### config.mk
export PLATFORM = sky130hd
export DESIGN_NAME = axis_uart_tx_arbiter
export DESIGN_NICKNAME = d
export VERILOG_FILES = /design/src/rtl/axis_uart_pkg.sv /design/src/rtl/axis_uart_tx_arbiter_rr_pick.sv /design/src/rtl/axis_uart_tx_arbiter.sv
export SDC_FILE = /design/constraint.sdc
export NUM_CORES = 1
export LEC_CHECK = 0
export CAP_MARGIN = 15
export CORE_MARGIN = 2
export CORE_UTILIZATION = 43
export CTS_BUF_LIST = sky130_fd_sc_hd__clkbuf_4 sky130_fd_sc_hd__clkbuf_8
export DETAILED_ROUTE_END_ITERATION = 8
export PLACE_DENSITY = 0.8
export SKIP_LAST_GASP = 1
export SLEW_MARGIN = 25
export SYNTH_ARGS = -nofsm -noshare
export SYNTH_HDL_FRONTEND = slang
export SYNTH_SLANG_ARGS = --single-unit
### constraint.sdc
create_clock -name aclk -period 3 [get_ports aclk]
set_clock_uncertainty 0.1 [all_clocks]
set_input_delay 0.45 -clock aclk [delete_from_list [all_inputs] [get_ports aclk]]
set_output_delay 0.45 -clock aclk [all_outputs]
set_load 0.01 [all_outputs]
### src/rtl/axis_uart_pkg.sv
// Shared types and constants for the AXI-Stream UART blocks.
package axis_uart_pkg;
  localparam int BYTE_W = 8;

  typedef enum logic {ARB_IDLE, ARB_GRANT} arb_state_t;
endpackage

### src/rtl/axis_uart_tx_arbiter_rr_pick.sv
// Round-robin picker: first set request strictly after 'last', wrapping around.
module rr_priority_pick #(
  parameter int N = 4
) (
  input  logic [N-1:0]         req,
  input  logic [$clog2(N)-1:0] last,
  output logic                 any_req,
  output logic [$clog2(N)-1:0] pick
);
  localparam int LW = $clog2(N);

  logic [LW-1:0]  w_start;
  logic [2*N-1:0] w_dbl;
  logic [N-1:0]   w_rot;
  logic [LW:0]    w_sum;

  // Rotate so the scan start lands at bit 0, then take the lowest set bit.
  always_comb begin
    w_start = (last >= LW'(N-1)) ? '0 : last + LW'(1);
    w_dbl   = {req, req} >> w_start;
    w_rot   = w_dbl[N-1:0];
    any_req = |req;
    pick    = '0;
    w_sum   = '0;
    for (int k = N-1; k >= 0; k--) begin
      if (w_rot[k]) begin
        w_sum = {1'b0, w_start} + (LW+1)'(k);
        pick  = (w_sum >= (LW+1)'(N)) ? LW'(w_sum - (LW+1)'(N)) : w_sum[LW-1:0];
      end
    end
  end
endmodule

### src/rtl/axis_uart_tx_arbiter.sv
// Packet-granular round-robin arbiter feeding a single AXI-Stream UART TX,
// with an idle watchdog that revokes a grant whose source stops sending.
module axis_uart_tx_arbiter
  import axis_uart_pkg::*;
#(
  parameter int N_SRC          = 4,
  parameter int TIMEOUT_CYCLES = 1024
) (
  input  logic                       aclk,
  input  logic                       areset,
  input  logic [N_SRC*BYTE_W-1:0]    s_axis_tdata,
  input  logic [N_SRC-1:0]           s_axis_tvalid,
  input  logic [N_SRC-1:0]           s_axis_tlast,
  output logic [N_SRC-1:0]           s_axis_tready,
  output logic [BYTE_W-1:0]          m_axis_tdata,
  output logic                       m_axis_tvalid,
  input  logic                       m_axis_tready,
  output logic [$clog2(N_SRC)-1:0]   grant_id,
  output logic                       busy,
  output logic                       timeout_pulse
);
  localparam int GW = $clog2(N_SRC);

  arb_state_t        r_state, w_next;
  logic [GW-1:0]     r_grant, r_last, w_pick;
  logic              w_any, w_sel_valid, w_sel_last, w_hs, w_pkt_end, w_expire;
  logic [BYTE_W-1:0] w_sel_data;

  rr_priority_pick #(.N(N_SRC)) u_pick (
    .req     (s_axis_tvalid),
    .last    (r_last),
    .any_req (w_any),
    .pick    (w_pick)
  );

  always_comb begin
    w_sel_valid = 1'b0;
    w_sel_last  = 1'b0;
    w_sel_data  = '0;
    for (int i = 0; i < N_SRC; i++) begin
      if (r_grant == GW'(i)) begin
        w_sel_valid = s_axis_tvalid[i];
        w_sel_last  = s_axis_tlast[i];
        w_sel_data  = s_axis_tdata[i*BYTE_W +: BYTE_W];
      end
    end
  end

  assign w_hs      = (r_state == ARB_GRANT) && w_sel_valid && m_axis_tready;
  assign w_pkt_end = w_hs && w_sel_last;

  always_ff @(posedge aclk) begin
    if (areset) r_state <= ARB_IDLE;
    else        r_state <= w_next;
  end

  always_comb begin
    w_next = r_state;
    case (r_state)
      ARB_IDLE:  if (w_any) w_next = ARB_GRANT;
      ARB_GRANT: if (w_pkt_end || w_expire) w_next = ARB_IDLE;
    endcase
  end

  always_comb begin
    m_axis_tvalid = 1'b0;
    m_axis_tdata  = '0;
    s_axis_tready = '0;
    busy          = (r_state == ARB_GRANT);
    if (r_state == ARB_GRANT) begin
      m_axis_tvalid = w_sel_valid;
      m_axis_tdata  = w_sel_data;
      for (int i = 0; i < N_SRC; i++)
        s_axis_tready[i] = m_axis_tready && (r_grant == GW'(i));
    end
  end

  // r_last marks the most recently served source; it gets lowest priority next.
  always_ff @(posedge aclk) begin
    if (areset) begin
      r_grant <= '0;
      r_last  <= GW'(N_SRC-1);
    end else if (r_state == ARB_IDLE) begin
      if (w_any) r_grant <= w_pick;
    end else if (w_pkt_end || w_expire) begin
      r_last <= r_grant;
    end
  end

  assign grant_id = r_grant;

  generate
    if (TIMEOUT_CYCLES > 0) begin : g_wdog
      localparam int CW = $clog2(TIMEOUT_CYCLES+1);
      logic [CW-1:0] r_idle_cnt;
      logic          r_tpulse;
      logic          w_stall;

      // Only a missing tvalid counts; back-pressure from the UART never does.
      assign w_stall  = (r_state == ARB_GRANT) && !w_sel_valid;
      assign w_expire = w_stall && (r_idle_cnt == CW'(TIMEOUT_CYCLES-1));

      always_ff @(posedge aclk) begin
        if (areset) begin
          r_idle_cnt <= '0;
          r_tpulse   <= 1'b0;
        end else begin
          r_tpulse <= w_expire;
          if (r_state == ARB_IDLE || w_hs)
            r_idle_cnt <= '0;
          else if (w_stall && r_idle_cnt != CW'(TIMEOUT_CYCLES))
            r_idle_cnt <= r_idle_cnt + CW'(1);
        end
      end

      assign timeout_pulse = r_tpulse;
    end else begin : g_no_wdog
      assign w_expire      = 1'b0;
      assign timeout_pulse = 1'b0;
    end
  endgenerate
endmodule

==> Implementation_results.wiki <==
{| class="wikitable"
! Metric !! Value
|-
| Synthesis-to-finish area growth || 48.18%
|-
| RSZ-0062 raised after global routing || no
|-
| Largest net degree at the start of global routing || 20
|-
| Number of detailed-routing iterations run before antenna repair || 4
|-
| First-pass GRT wire length || roughly 6500 um
|-
| Fin crit period || 2.851 ns
|-
| Most common cell after layout, fill and taps aside || clkdlybuf4s50_1
|-
| Clock insertion delay at the later pin of the skew report || ~0.3 ns
|-
| Worst EP required || around 2.5 ns
|-
| Hold Startpoint || grant_id[1]
|-
| Net count, final || about 250
|-
| Critical path start-end classification || flip-flop to output port
|-
| Clock tree from TritonCTS || yes
|-
| IR drop worst, VDD || between 0.2 and 0.25 mV
|-
| Critical path fanouts, max || 9
|-
| CTS Hold Buffers Added || 0
|-
| Max Cap Viol || 0
|-
| Antenna cells || 0
|-
| Status || finished clean
|-
| Startpoint Class || flip-flop
|-
| Fraction of final layout cells sized beyond drive strength 1 || 0.08293
|-
| Post-synthesis sequential area ratio || 0.2610
|-
| Post-synthesis sequential element count || 17
|-
| Slew Viols, Final || 0
|-
| Final-layout setup total negative slack || 0 ns
|-
| Post-DR vias/cell || approximately 6.1
|-
| Number of standard cells in the layout, taps in and fillers out || about 240
|-
| Launch point of the critical path || grant_id[0]
|-
| Kind of capture point of the worst setup path || output port
|-
| Cell Rows || 19
|-
| Maximum buffer depth of the clock tree || 2
|-
| Number of levels in the clock H-tree || 1
|-
| Max-Slew Margin vs Limit || 0.5395
|-
| Gp weighted congestion || about 0.9
|-
| Core Box Area || between 2000 and 3000 um^2
|-
| Initial antenna violation count || 0
|-
| Placed Cells || roughly 230
|-
| Clk slew on worst S/H paths || 0.09 ns
|-
| Die Span Y || ~59 um
|-
| Overall die area || ~3500 um^2
|-
| Classification of the worst-slack hold path || flip-flop to flip-flop
|-
| Buffer cell driving the clock tree root || clkbuf_4
|-
| Worst Path Arrival || roughly 2.3 ns
|-
| Via count || 1428
|-
| Cell Area, Synth || between 1000 and 1500 um^2
|-
| Count of distinct cell types in the synthesized netlist || 38
|-
| Power density of the placed cells || between 200 and 300 nW/um^2
|-
| Chip width || just under 60 um
|-
| I/O pin count || 60
|-
| Effective utilization at floorplan || 0.4609
|-
| Leading cell types in the layout, fill and taps excluded || clkdlybuf4s50_1 (59), dfxtp_1 (17), and2_1 (11), a21oi_1 (11), nor2_1 (10)
|-
| Post-CTS repair timing setup buffer count || 0
|-
| Number of warnings reported in the yosys synthesis log || 0
|-
| Origin of the critical flop-to-flop path || grant_id[0]
|-
| GRT Overall Usage || 0.2455
|-
| Final worst-path cycle share || 0.9504
|-
| Number of global-route vias before repair || approximately 1300
|-
| Slew at the pin closest to its max-slew limit || about 0.68 ns
|-
| CTS sink count || 17
|-
| Upper clock frequency limit || 350.7 MHz
|-
| Synthesized instance count || 150
|-
| Average cell area after synthesis || slightly below 9 um^2
|-
| Post-route DRC || 0
|-
| Number of port buffers || 59
|-
| Final setup fails || 0
|-
| Reg-to-reg slack, setup || just over 0.5 ns
|-
| Leakage Power || ~0.64 nW
|-
| ANT nets after route || 0
|-
| DR WL/cell || roughly 17 um
|-
| Grt ovf || 0
|-
| Routed wire length || 4129 um
|-
| Initial drt markers || approximately 100
|-
| Total count of hold-check failures in the final report || 0
|-
| Number of gates resized after CTS || 0
|-
| Number of buffers created by CTS || 3
|-
| Post-Syn Nets || 196
|-
| DP HPWL || roughly 3300 um
|}
## registers in the layout, summed over array words and instances, names as in the netlist
name,cells
busy,1
g_wdog.r_idle_cnt,11
grant_id,2
r_last,2
timeout_pulse,1
## per-stage QoR
stage | power (mW) | area (um^2) | setup WS (ns) | hold WS, ns | utilization
finish | 0.5690 | 1932 | 0.1487 | 0.4003 | 0.6829
global route | 0.6026 | 1932 | 0.01591 | 0.4610 | 0.6829
CTS | 0.5753 | 1932 | 0.1032 | 0.4021 | 0.6829
detailed placement | 0.4403 | 1902 | 0.1992 | 0.3872 | 0.6723
global placement | 0.4334 | 1902 | 0.2482 | 0.3735 | 0.6723
floorplan | 0.3352 | 1304 | 0.7565 | 0.3778 | -
## path summary, 6_finish.rpt
| path | cells after the start | endpoint |
|---|---|---|
| worst max-delay path | 4 | m_axis_tdata[5] |
| worst min-delay path | 2 | grant_id[1] |
| worst max register to register | 4 | g_wdog.r_idle_cnt[2] |
| worst min register to register | 2 | grant_id[1] |
## cell type report
type / instances / area (um^2)
Clock buffer: 4 / 30.03
Fill cell: 239 / 897.1
Inverter: 5 / 18.77
Multi-Input combinational cell: 118 / 898.4
Sequential cell: 17 / 340.3
Tap cell: 31 / 38.79
Timing Repair Buffer: 61 / 605.6
## routing by layer
| layer | share of wire | GRT usage | wire length, um | up-vias |
|---|---|---|---|---|
| met3 | 0.066 | 0.05895 | 271 | 8 |
| li1 | - | - | - | 680 |
| met4 | 0.014 | 0.06818 | 57 | 0 |
| met1 | 0.40 | 0.3128 | 1655 | 681 |
| met5 | 0 | 0 | 0 | - |
| met2 | 0.52 | 0.4143 | 2144 | 59 |
## worst max-delay path, stage by stage (launching register included)
cell and delay, ns:
dfxtp_1 0.57, buf_4 0.27, mux4_2 0.50, and2_1 0.16
clkdlybuf4s50_1 0.50
## cell families after synthesis
| kind of cell | Yosys count | synth area share |
|---|---|---|
| muxes | 13 | 0.1987 |
| and+or+nand+nor | 67 | 0.2889 |
| xor gates and xnor gates | 2 | 0.01344 |
| DFF | 17 | 0.2610 |
| buffers and inverters | 15 | 0.04990 |
| adders and majority gates | 3 | 0.02879 |
| AOI/OAI and AO/OA | 33 | 0.1593 |
## power breakdown
part	internal, mW	total [mW]	switching [mW]	leakage (nW)
Combinational	0.123	0.195	0.0715	0.484
Clock	0.0609	0.133	0.0724	0.0184
Sequential	0.230	0.241	0.0107	0.138
## Yosys cell counts
cell	instances	area [um^2]
buf_1	2	7.510
nand4b_1	1	8.760
a21oi_1	11	55.05
dfxtp_1	17	340.3
nor4b_1	1	8.760
nand2b_1	6	37.54
or4_1	4	30.03
or4_4	1	11.26
nand3_1	8	40.04
and2_1	11	68.82
or3_1	1	6.260
a221o_1	1	10.01
mux4_1	1	26.28
nand4_1	3	18.77
a2bb2oi_1	1	8.760
a21boi_0	1	7.510
inv_1	5	18.77
ha_1	3	37.54
o21ai_0	9	45.04
nor2_1	10	37.54
o311ai_0	1	8.760
buf_2	1	5.000
mux2i_1	3	30.03
a21o_1	3	22.52
buf_6	1	11.26
o2111ai_1	2	17.52
nor3_1	4	20.02
nor4_1	5	31.28
and3_1	1	6.260
nor2b_1	2	12.51
xor2_1	1	8.760
clkbuf_1	6	22.52
mux4_2	9	202.7
xnor2_1	1	8.760
o21ba_2	1	10.01
o31ai_1	3	22.52
and4_1	1	8.760
nand2_1	8	30.03
No activity file was read; power rests on OpenSTA's default activity.
==> edit 1, RTL diff (same settings) <==
Make the reset (`areset`) asynchronous in 3 clocked blocks.
--- a/src/rtl/axis_uart_tx_arbiter.sv
+++ b/src/rtl/axis_uart_tx_arbiter.sv
@@ -51,3 +51,3 @@
 
-  always_ff @(posedge aclk) begin
+  always_ff @(posedge aclk or posedge areset) begin
     if (areset) r_state <= ARB_IDLE;
@@ -78,3 +78,3 @@
   // r_last marks the most recently served source; it gets lowest priority next.
-  always_ff @(posedge aclk) begin
+  always_ff @(posedge aclk or posedge areset) begin
     if (areset) begin
@@ -102,3 +102,3 @@
 
-      always_ff @(posedge aclk) begin
+      always_ff @(posedge aclk or posedge areset) begin
         if (areset) begin
Function: differs if areset is asserted again (counterexample within 4 cycles, from zero or initial values and one cycle with areset high); with areset held inactive, the same outputs for 10 cycles.
==> edit 1 against the unedited design <==
Register-to-register slack better by 0.21 ns; sequential cell count stayed put; global-route usage is 2.3 points lower; critical path depth stayed put; worst hold slack better by 0.015 ns; setup slack better by 0.023 ns; synthesized area is 2.0% lower; wire length is 12% lower; design area is 0.65% lower; highest routed layer unchanged.
Power is not compared: it rests on default switching activity, and its combinational part moved more than twofold at a synthesized area within 25%.
==> edit 1: results <==
{
  "status": "finished clean",
  "antennaDiodeCount": 0,
  "crit_start": "s_axis_tvalid[3]",
  "cp_max_fo": 15,
  "timing.rr.end": "g_wdog.r_idle_cnt[9]$_DFFE_PP0P_",
  "clkTransAtPathRegs_ns": 0.10,
  "cts_buffers": 3,
  "slowest_stage": "mux4_2",
  "gp_congestion": 0.8285,
  "yosys_warnings": 0,
  "clockBufferDepth": 2,
  "ir_drop_uv": 511.6,
  "tightestPinTransition_ns": 0.6301,
  "cts_setup_buffers": 0,
  "viasPerCell": 5.836,
  "fin_ws_ns": 0.1713,
  "syn-num-nets": 176,
  "antenna_found_initial": 0,
  "synthTopCellsByArea": "dfrtp_1, mux4_2, and2_1",
  "critical_path.top_delay_family": "buffers and inverters",
  "vias": 1284,
  "post_cts_resized": 0,
  "nets": 236,
  "hold_class": "input port to async pin",
  "grt_max_degree": 18,
  "cpPeakStageDelay_ns": 0.65,
  "r2r-start": "grant_id[0]$_DFFE_PP0P_",
  "largest_reg_flops": 11,
  "dpl.cell_count": 216,
  "insertion_delay_ns": 0.30,
  "dp_hpwl_um": 2800,
  "cts_root_buf": "clkbuf_4",
  "synth_cell_types": 33,
  "initialDrtViolationCount": 46,
  "ys_seq_area_share_pct": 33.50,
  "synth_ff_type": "dfrtp_1",
  "r2r_slack_ns": 0.72,
  "port_buffers": 59,
  "grt_pass1_wl_um": 5892,
  "synth_cells": 130,
  "synth_top_cells_by_count": "dfrtp_1, nor2_1, and2_1",
  "drive_above_1_share_pct": 11.64,
  "synthArstFlopShare_pct": 100.0,
  "track_usage_pct": 22.25,
  "cts.htree.levels": 1,
  "placed_cell_area_um2": 1892,
  "r2r_cells": 4,
  "p_leak_nw": 0.7306,
  "top_register": "g_wdog.r_idle_cnt",
  "drt-wirelength-per-cell_um": 16.53,
  "crit_end": "m_axis_tvalid",
  "drt_first_pass_iters": 4,
  "cp_data_arrival_time_ns": 2.28,
  "dp_slack_ns": 0.1769
}
edit 1: worst min path at each step:
| stage | startpoint | endpoint | slack (ns) | cells past startpoint |
|---|---|---|---|---|
| 2_1_floorplan | areset | busy$_DFF_PP0_ | 0.27 | 1 |
| 3_3_place_gp | g_wdog.r_idle_cnt[10]$_DFFE_PP0P_ | timeout_pulse$_DFF_PP0_ | 0.39 | 1 |
| 3_5_place_dp | g_wdog.r_idle_cnt[10]$_DFFE_PP0P_ | timeout_pulse$_DFF_PP0_ | 0.40 | 1 |
| 4_1_cts | g_wdog.r_idle_cnt[10]$_DFFE_PP0P_ | timeout_pulse$_DFF_PP0_ | 0.41 | 1 |
| 5_1_grt | g_wdog.r_idle_cnt[10]$_DFFE_PP0P_ | timeout_pulse$_DFF_PP0_ | 0.44 | 1 |
| 6_report | areset | g_wdog.r_idle_cnt[0]$_DFFE_PP0P_ | 0.42 | 2 |
edit 1: logic make-up after synthesis:
group           after synthesis  share of synthesized area (%)
xor+xnor                      7                          4.799
mux                          15                          20.86
flops                        17                          33.50
compound gates               18                          8.717
fa+ha+maj                     3                          2.939
simple gates                 57                          24.78
buf+inv                      13                          4.407
edit 1: final cells by class:
cell class,instances,area (um2)
Tap cell,31,38.79
Inverter,7,26.28
Clock buffer,3,22.52
Fill cell,206,862.1
Multi-Input combinational cell,100,793.3
Timing Repair Buffer,61,605.6
Sequential cell,17,427.9
Clock inverter,1,5.005
edit 1: per-layer routing:
layer  vias to the layer above  GRT usage [%]  wire length (um)
li1                        606              -                 -
met1                       608          27.78              1427
met2                        65          39.33              1801
met3                         5          3.736               364
met4                         0          6.645                42
met5                         -              0                 0
edit 1: report_power, final:
group,switching [mW],internal [mW]
clock network,0.0759,0.0498
registers,0.0840,0.286
logic,0.388,0.519
total,0.548,0.855
==> edit 2, RTL diff (config.mk and constraints unchanged) <==
Without the edit above. Change the package constant `BYTE_W` from 8 to 10.
--- a/src/rtl/axis_uart_pkg.sv
+++ b/src/rtl/axis_uart_pkg.sv
@@ -2,3 +2,3 @@
 package axis_uart_pkg;
-  localparam int BYTE_W = 8;
+  localparam int BYTE_W = 10;
 
Interface: changed (resized m_axis_tdata and s_axis_tdata); port bits go from 60 to 70. The function was not compared with the original's and may differ.
==> edit 2 against the unedited design <==
Setup slack gained 0.038 ns; non-clock buffer count is 11 higher; synthesized area increased by 1.8%; sequential power about the same; design area increased by 7.4%; critical endpoint is now m_axis_tvalid; total power up 4.3%; sequential share of layout area fell by 1.2 points; clock power fell by 5%; die area grew 1.7%; critical path type is now input port to primary output; wire length is 4.7% lower; sequential cell count unchanged.
==> edit 2: results <==
{
  "status": "finished clean",
  "holdPathEnd": "r_last[0]$_SDFFE_PP1P_",
  "whs_path_depth": 1,
  "r2r_cells": 5,
  "cp_max_fo": 6,
  "met3WireLength_um": 356,
  "synthTopCellsByArea": "dfxtp_1, mux4_2, and2_1",
  "nets": 270,
  "synth_area_per_cell_um2": 9.031,
  "pwr-share-clk_pct": 21.2,
  "ir_drop_uv": 295.6,
  "initialDrtViolationCount": 42,
  "synth_top_cells_by_count": "dfxtp_1, nor2_1, and2_1",
  "use_met2_pct": 39.56,
  "timing.rr.end": "r_last[1]$_SDFFE_PP1P_",
  "p_sw_mw": 0.1651,
  "p_leak_nw": 0.7198,
  "drive_above_1_share_pct": 11.16,
  "dpl.cell_count": 244,
  "synthXorXnorAreaFrac_pct": 5.278,
  "synth-compound-area-share_pct": 11.59,
  "grt_pass1_wl_um": 6099,
  "drt_wl_total_um": 3933,
  "ys_seq_area_share_pct": 25.64,
  "r2r-start": "grant_id[1]$_SDFFE_PP0P_"
}
## edit 2: area by class of cell
cell class / instances / area, um2
Clock buffer: 3 / 22.52
Clock inverter: 1 / 5.005
Fill cell: 252 / 927.1
Inverter: 4 / 15.01
Multi-Input combinational cell: 118 / 938.4
Sequential cell: 17 / 340.3
Tap cell: 33 / 41.29
Timing Repair Buffer: 72 / 713.2
## edit 2: critical path, cell delays in order
cell and delay [ns]:
clkdlybuf4s50_1 0.51, mux4_2 0.60, and2_2 0.23, clkdlybuf4s50_1 0.47
## edit 2: metrics by stage
| step | setup WS [ns] | util [%] |
|---|---|---|
| 2_1_floorplan | 0.8410 | - |
| 3_3_place_gp | 0.2438 | 68.21 |
| 3_5_place_dp | 0.2127 | 68.21 |
| 4_1_cts | 0.2003 | 69.13 |
| 5_1_grt | 0.1585 | 69.13 |
| 6_report | 0.1869 | 69.13 |
